`src/rtl/cam_ctrl_pkg.sv`:
```
// Shared definitions for the 8-entry x 8-bit CAM controller:
// geometry constants, command/state encodings and a lowest-set-bit encoder.
package cam_ctrl_pkg;

  localparam int CAM_ENTRIES = 8;
  localparam int CAM_KEY_W   = 8;
  localparam int CAM_IDX_W   = 3;

  typedef enum logic [1:0] {
    CAM_LOOKUP = 2'b00,
    CAM_INSERT = 2'b01,
    CAM_DELETE = 2'b10,
    CAM_FLUSH  = 2'b11
  } req_type_e;

  typedef enum logic [1:0] {
    S_IDLE   = 2'b00,
    S_SEARCH = 2'b01,
    S_WRITE  = 2'b10,
    S_RESP   = 2'b11
  } state_e;

  // Index of the lowest set bit; 0 when no bit is set.
  function automatic logic [CAM_IDX_W-1:0] lowest_set(input logic [CAM_ENTRIES-1:0] vec);
    logic [CAM_IDX_W-1:0] idx;
    idx = '0;
    for (int i = CAM_ENTRIES - 1; i >= 0; i--) begin
      if (vec[i]) begin
        idx = CAM_IDX_W'(i);
      end else begin
        idx = idx;
      end
    end
    return idx;
  endfunction

endpackage

```
`src/rtl/cam_8x8b_1s1w_mem.sv`:
```
// CAM storage: 8 x 8-bit entries, one registered write port and one
// combinational search port. Matches are forced low when search is idle.
// Entry valid bits live in the controller, not here.
module cam_8x8b_1s1w_mem
  import cam_ctrl_pkg::*;
(
  input  logic                   clk_i,
  input  logic                   reset_i,
  input  logic                   we_i,
  input  logic [CAM_IDX_W-1:0]   waddr_i,
  input  logic [CAM_KEY_W-1:0]   wdata_i,
  input  logic                   search_en_i,
  input  logic [CAM_KEY_W-1:0]   search_key_i,
  output logic [CAM_ENTRIES-1:0] search_match_o
);

  logic [CAM_KEY_W-1:0] mem_q [CAM_ENTRIES];

  // Write port: a reset edge suppresses any pending write.
  always_ff @(posedge clk_i) begin
    if (!reset_i && we_i) begin
      mem_q[waddr_i] <= wdata_i;
    end
  end

  // Search port: per-entry equality compare, gated by search enable.
  always_comb begin
    search_match_o = '0;
    for (int i = 0; i < CAM_ENTRIES; i++) begin
      if (search_en_i) begin
        search_match_o[i] = (mem_q[i] == search_key_i);
      end else begin
        search_match_o[i] = 1'b0;
      end
    end
  end

endmodule

```
`src/rtl/cam_ctrl_8x8b.sv`:
```
// Sequencing controller for an 8 x 8-bit CAM with val/rdy command and
// response interfaces (LOOKUP / INSERT / DELETE / FLUSH).
// Optional feature macro: CAM_CTRL_STATS_EN enables saturating hit/miss
// counters; without it stat_hits/stat_misses are tied to zero.
module cam_ctrl_8x8b
  import cam_ctrl_pkg::*;
(
  input  logic                 clk,
  input  logic                 reset,
  input  logic                 req_val,
  output logic                 req_rdy,
  input  logic [1:0]           req_type,
  input  logic [CAM_KEY_W-1:0] req_key,
  output logic                 resp_val,
  input  logic                 resp_rdy,
  output logic                 resp_hit,
  output logic [CAM_IDX_W-1:0] resp_idx,
  output logic [15:0]          stat_hits,
  output logic [15:0]          stat_misses
);

  state_e                 state_q, state_d;
  req_type_e              type_q, type_d;
  logic [CAM_KEY_W-1:0]   key_q, key_d;
  logic [CAM_ENTRIES-1:0] valid_q, valid_d;
  logic [CAM_IDX_W-1:0]   victim_ptr_q, victim_ptr_d;
  logic                   hit_q, hit_d;
  logic [CAM_IDX_W-1:0]   idx_q, idx_d;
  logic                   req_rdy_q, req_rdy_d;
  logic                   resp_val_q, resp_val_d;

  logic                   search_en_s;
  logic                   mem_we_s;
  logic [CAM_ENTRIES-1:0] match_s;
  logic [CAM_ENTRIES-1:0] hit_vec_s;
  logic                   hit_any_s;
  logic [CAM_IDX_W-1:0]   hit_idx_s;
  logic                   free_any_s;
  logic [CAM_IDX_W-1:0]   victim_s;

  cam_8x8b_1s1w_mem u_mem (
    .clk_i          (clk),
    .reset_i        (reset),
    .we_i           (mem_we_s),
    .waddr_i        (victim_s),
    .wdata_i        (key_q),
    .search_en_i    (search_en_s),
    .search_key_i   (key_q),
    .search_match_o (match_s)
  );

  // Only valid entries may hit; lowest index wins. Free entries are preferred as victims.
  always_comb begin
    hit_vec_s  = match_s & valid_q;
    hit_any_s  = |hit_vec_s;
    hit_idx_s  = lowest_set(hit_vec_s);
    free_any_s = ~(&valid_q);
    if (free_any_s) begin
      victim_s = lowest_set(~valid_q);
    end else begin
      victim_s = victim_ptr_q;
    end
  end

  // FSM state register.
  always_ff @(posedge clk) begin
    if (reset) begin
      state_q <= S_IDLE;
    end else begin
      state_q <= state_d;
    end
  end

  // FSM next-state logic.
  always_comb begin
    state_d = state_q;
    case (state_q)
      S_IDLE: begin
        if (req_val) begin
          if (req_type_e'(req_type) == CAM_FLUSH) begin
            state_d = S_RESP;
          end else begin
            state_d = S_SEARCH;
          end
        end else begin
          state_d = S_IDLE;
        end
      end
      S_SEARCH: begin
        if ((type_q == CAM_INSERT) && !hit_any_s) begin
          state_d = S_WRITE;
        end else begin
          state_d = S_RESP;
        end
      end
      S_WRITE: state_d = S_RESP;
      S_RESP: begin
        if (resp_rdy) begin
          state_d = S_IDLE;
        end else begin
          state_d = S_RESP;
        end
      end
      default: state_d = S_IDLE;
    endcase
  end

  // FSM outputs: CAM strobes from the current state, handshake flags from the next state.
  always_comb begin
    search_en_s = 1'b0;
    mem_we_s    = 1'b0;
    case (state_q)
      S_SEARCH: search_en_s = 1'b1;
      S_WRITE:  mem_we_s    = 1'b1;
      default: begin
        search_en_s = 1'b0;
        mem_we_s    = 1'b0;
      end
    endcase
    req_rdy_d  = (state_d == S_IDLE);
    resp_val_d = (state_d == S_RESP);
  end

  // Datapath next-state: request latch, valid bits, replacement pointer, result.
  always_comb begin
    type_d       = type_q;
    key_d        = key_q;
    valid_d      = valid_q;
    victim_ptr_d = victim_ptr_q;
    hit_d        = hit_q;
    idx_d        = idx_q;
    case (state_q)
      S_IDLE: begin
        if (req_val) begin
          type_d = req_type_e'(req_type);
          key_d  = req_key;
          if (req_type_e'(req_type) == CAM_FLUSH) begin
            valid_d = '0;
            hit_d   = 1'b0;
            idx_d   = '0;
          end else begin
            valid_d = valid_q;
          end
        end else begin
          type_d = type_q;
        end
      end
      S_SEARCH: begin
        hit_d = hit_any_s;
        idx_d = hit_any_s ? hit_idx_s : {CAM_IDX_W{1'b0}};
        if ((type_q == CAM_DELETE) && hit_any_s) begin
          valid_d[hit_idx_s] = 1'b0;
        end else begin
          valid_d = valid_q;
        end
      end
      S_WRITE: begin
        valid_d[victim_s] = 1'b1;
        hit_d             = 1'b0;
        idx_d             = victim_s;
        if (!free_any_s) begin
          victim_ptr_d = victim_ptr_q + 3'd1;
        end else begin
          victim_ptr_d = victim_ptr_q;
        end
      end
      default: begin
        valid_d = valid_q;
      end
    endcase
  end

  // Datapath registers and registered handshake outputs.
  always_ff @(posedge clk) begin
    if (reset) begin
      type_q       <= CAM_LOOKUP;
      key_q        <= '0;
      valid_q      <= '0;
      victim_ptr_q <= '0;
      hit_q        <= 1'b0;
      idx_q        <= '0;
      req_rdy_q    <= 1'b1;
      resp_val_q   <= 1'b0;
    end else begin
      type_q       <= type_d;
      key_q        <= key_d;
      valid_q      <= valid_d;
      victim_ptr_q <= victim_ptr_d;
      hit_q        <= hit_d;
      idx_q        <= idx_d;
      req_rdy_q    <= req_rdy_d;
      resp_val_q   <= resp_val_d;
    end
  end

  assign req_rdy  = req_rdy_q;
  assign resp_val = resp_val_q;
  assign resp_hit = hit_q;
  assign resp_idx = idx_q;

`ifdef CAM_CTRL_STATS_EN
  logic [15:0] hits_q, misses_q;

  // Saturating hit/miss counters, updated when a search completes.
  always_ff @(posedge clk) begin
    if (reset) begin
      hits_q   <= 16'h0000;
      misses_q <= 16'h0000;
    end else if (state_q == S_SEARCH) begin
      if (hit_any_s && (hits_q != 16'hFFFF)) begin
        hits_q <= hits_q + 16'h0001;
      end
      if (!hit_any_s && (misses_q != 16'hFFFF)) begin
        misses_q <= misses_q + 16'h0001;
      end
    end
  end

  assign stat_hits   = hits_q;
  assign stat_misses = misses_q;
`else
  assign stat_hits   = 16'h0000;
  assign stat_misses = 16'h0000;
`endif

endmodule

```
`config.mk`:
```
export PLATFORM = sky130hd
export DESIGN_NAME = cam_ctrl_8x8b
export DESIGN_NICKNAME = d
export VERILOG_FILES = /design/src/rtl/cam_ctrl_pkg.sv /design/src/rtl/cam_8x8b_1s1w_mem.sv /design/src/rtl/cam_ctrl_8x8b.sv
export SDC_FILE = /design/constraint.sdc
export NUM_CORES = 1
export LEC_CHECK = 0
export CORE_MARGIN = 1.5
export CORE_UTILIZATION = 40
export DETAILED_ROUTE_END_ITERATION = 12
export PLACE_DENSITY = 0.7
export SLEW_MARGIN = 20
export SYNTH_ARGS = -nofsm -noshare
export SYNTH_HDL_FRONTEND = slang
export SYNTH_SLANG_ARGS = --single-unit
```
`constraint.sdc`:
```
create_clock -name clk -period 2.7 [get_ports clk]
set_input_delay 0.405 -clock clk [delete_from_list [all_inputs] [get_ports clk]]
set_output_delay 0.405 -clock clk [all_outputs]
set_load 0.02 [all_outputs]
```
==> qor.txt <==
Status -> finished clean
First-pass GRT wire length -> 15.0 mm
Synth async-reset ratio -> 0
Met2 Usage GRT -> 0.257
CTS max path bufs -> 2
Hold Slack -> 0.454 ns
Clock power share -> 0.345
Port Buffer Count -> 19
Cell area after synthesis -> 4700 sq um
# fillers -> 1043
M1 GR Usage -> 0.198
YS warnings -> 0
Pwr Density -> 745 nW/um^2
RSZ-0062 raised after global routing -> false
CTS tree -> done
Tmin final -> 2.45 ns
Final hold vios -> 0
Crit path DAT -> 2.66 ns
Largest net degree at the start of global routing -> 25
H-tree depth -> 3
Sw Ratio -> 0.294
Max-cap violations -> 0
Max-slew headroom -> 0.620
DR vias -> 2964
Post-synth cell types -> 56
DRC -> 0
Worst path max stage delay -> 0.43 ns
Measured slew at the worst slew-check pin -> 0.565 ns
I/O pin cnt -> 52
Die area -> 12400 sq um
Seq pwr share -> 0.420
Hold WC Path Type -> reg -> reg
Total length of routed wires -> 8.93 mm
DRT iter0 DRCs -> 123
Part of the cycle the worst path needs -> 0.907
Clk sinks -> 93
Drt pass-1 iters -> 4
GP Congestion -> 0.850
Crit-path cells -> inv_1 > ha_2 > nand3_1 > nor3_2 > a21oi_1 > o311a_2 > and3_2 > nor2_1 > a2bb2oi_1
Sequential fraction of the synthesis area -> 0.533
Setup repair bufs after CTS -> 0
Max-slew violations -> 0
Core area -> 11400 sq um
Final Setup Violations -> 0
CP required -> 2.91 ns
Initial Utilization -> 0.411
P_int -> 2.81 mW
WL/cell -> 15.1 um
Clock transition at path regs -> 0.07 ns
Row cnt -> 39
CP Class -> reg -> reg
Worst-Skew Late Latency -> 0.34 ns
Post-synthesis cell count -> 404
Post-synth EDFFs -> 64
Die height -> 111 um
Critical Path Start Type -> register
Max Freq -> 408 MHz
Initial antenna violation count -> 0
Net switching power -> 1.17 mW
Die X-Extent -> 111 um
Root buf cell -> clkbuf_16
GRT overflow -> 0
Synthesis-stage register bit count -> 93
Storage cell area -> 2500 sq um
Antenna-violating nets left -> 0
Num CTS Buffers -> 9
Vias in the first global route -> 2918
Synth Area per Inst -> 11.6 sq um
CP Capture Type -> register
Final Skew -> 0.0111 ns
Pleak -> 1.86 nW
Area of the multi-input gates -> 1880 sq um
Combinational share of power -> 0.234
Worst VDD drop -> 0.406 mV
# nets final -> 464
Vias per cell -> 5.02
Antenna cell count -> 0
Crit path max fanout -> 9
CP max stage cell -> o311a_2
Gr busiest metal -> met2
Final setup TNS -> 0 ns
Tot GR Track Use -> 0.152
Dpl hpwl -> 6.28 mm
M3 GR Usage -> 0.0310
Layout cells sized above 1 -> 0.156
Most used DFF post-synth -> edfxtp_1
Area grow syn2layout -> 13.8%
## power groups by stage
stage                     combinational (mW)  sequential, mW  clock [mW]
after floorplan                        0.686            1.74           0
after global placement                 0.916            1.70           0
after detailed placement               0.934            1.71           0
after CTS                              0.941            1.68        1.40
after global routing                    1.03            1.69        1.46
final                                  0.933            1.67        1.38
## synth_stat cells, types with 2 or more instances
cell type   n  area share
clkbuf_1    4      0.0032
nand3_2     2      0.0043
nand3b_1    2      0.0032
nor3_2      4      0.0085
inv_1      14       0.011
xor2_1     22       0.041
nand4_1     9       0.012
a31oi_1     5      0.0067
nor2_1     14       0.011
a211oi_1    2      0.0032
and3_2      3      0.0048
nor3_1     12       0.013
nor4_1      2      0.0027
nand2_1    38       0.030
clkbuf_8    2      0.0059
dfxtp_1    29        0.12
o21ai_0     8      0.0085
a21boi_0    2      0.0032
xnor2_1    44       0.082
a22o_1      2      0.0037
nand3_1    17       0.018
and2_1      2      0.0027
buf_6       8       0.019
a21oi_2     3      0.0056
ha_1        7       0.019
edfxtp_1   64        0.41
a21oi_1    22       0.023
or2_2       2      0.0027
buf_4      32       0.051
## flip-flops by register name (all words and copies together), names as in the netlist
register      cells
victim_ptr_q      3
req_rdy           1
resp_idx          3
valid_q           8
type_q            2
u_mem.mem_q      64
state_q           2
resp_val          1
resp_hit          1
key_q             8
## repair_timing
| item | 4_1_cts | 5_1_grt |
|---|---|---|
| resized for setup | 0 | 1 |
| hold buffers | 0 | 0 |
| setup endpoints to repair | 0 | 2 |
## path summary, 6_finish.rpt
path	cells past startpoint	slack, ns	startpoint	endpoint
worst min register to register	2	0.45	resp_idx[2]$_SDFFE_PP0P_	resp_idx[2]$_SDFFE_PP0P_
worst max-delay path	9	0.25	state_q[1]$_SDFF_PP0_	valid_q[5]$_SDFFE_PP0P_
worst max register to register	9	0.25	state_q[1]$_SDFF_PP0_	valid_q[5]$_SDFFE_PP0P_
worst min-delay path	2	0.45	resp_idx[2]$_SDFFE_PP0P_	resp_idx[2]$_SDFFE_PP0P_
## layout by cell type, fill, tap and decap left out, types with 2 or more instances in the layout
cell type        count
a21oi_1             22
nor3_2               4
bufinv_16            2
edfxtp_1            64
clkdlybuf4s50_1     19
a22o_1               2
nand4_1              9
nor4_1               2
a21oi_2              3
and2_1               2
o21ai_0              8
xnor2_1             44
conb_1              32
clkbuf_16            9
ha_1                 6
a31oi_1              5
nor2_1              14
a211oi_1             2
inv_1               14
or2_2                2
nand2_1             38
buf_12               2
nor3_1              12
nand3_1             17
nand3b_1             2
buf_4               23
and3_2               3
inv_8                2
nand3_2              2
xor2_1              22
a21boi_0             2
dfxtp_1             29
## worst max-delay path, delay by kind of cell (launching register included)
| kind | cells | cell delay, ns |
|---|---|---|
| fa+ha+maj | 1 | 0.32 |
| simple gates | 4 | 0.90 |
| buf+inv | 1 | 0.12 |
| compound gates | 3 | 0.63 |
| flops | 1 | 0.34 |
## through the flow
stage                     std cells  utilization  worst slack, ns  total power [mW]  area [sq um]
after floorplan                 435            -            0.515              2.42          4810
after global placement          575        0.439            0.147              2.62          5010
after detailed placement        575        0.439            0.122              2.64          5010
after CTS                       591        0.468            0.114              4.02          5340
after global routing            591        0.468           0.0872              4.18          5350
final                           591        0.468            0.251              3.98          5350
## layer usage
| layer | wire length (um) | vias up |
|---|---|---|
| met1 | 4150 | 1443 |
| met4 | 88 | 0 |
| li1 | - | 1439 |
| met3 | 323 | 8 |
| met2 | 4370 | 74 |
| met5 | 0 | - |
## logic make-up (layout without fill, tap and decap cells)
family | after synthesis | count (layout) | share of synthesized area
other | 1 | 32 | 0.000798
adders and majority gates | 7 | 7 | 0.0186
buffers and inverters | 61 | 74 | 0.0922
xor gates and xnor gates | 66 | 66 | 0.123
and+or+nand+nor | 114 | 114 | 0.132
AOI/OAI and AO/OA | 62 | 62 | 0.100
DFF | 93 | 93 | 0.533
## final cells by class
type                    count  share of cell area
clock buffers               9              0.0421
clock inverters             7              0.0194
inverters                  14             0.00983
multi-input cells         281               0.352
flip-flops and latches     93               0.468
well taps                 143              0.0335
repair buffers             44              0.0754
Note: power is estimated with default switching activity, not from simulation.
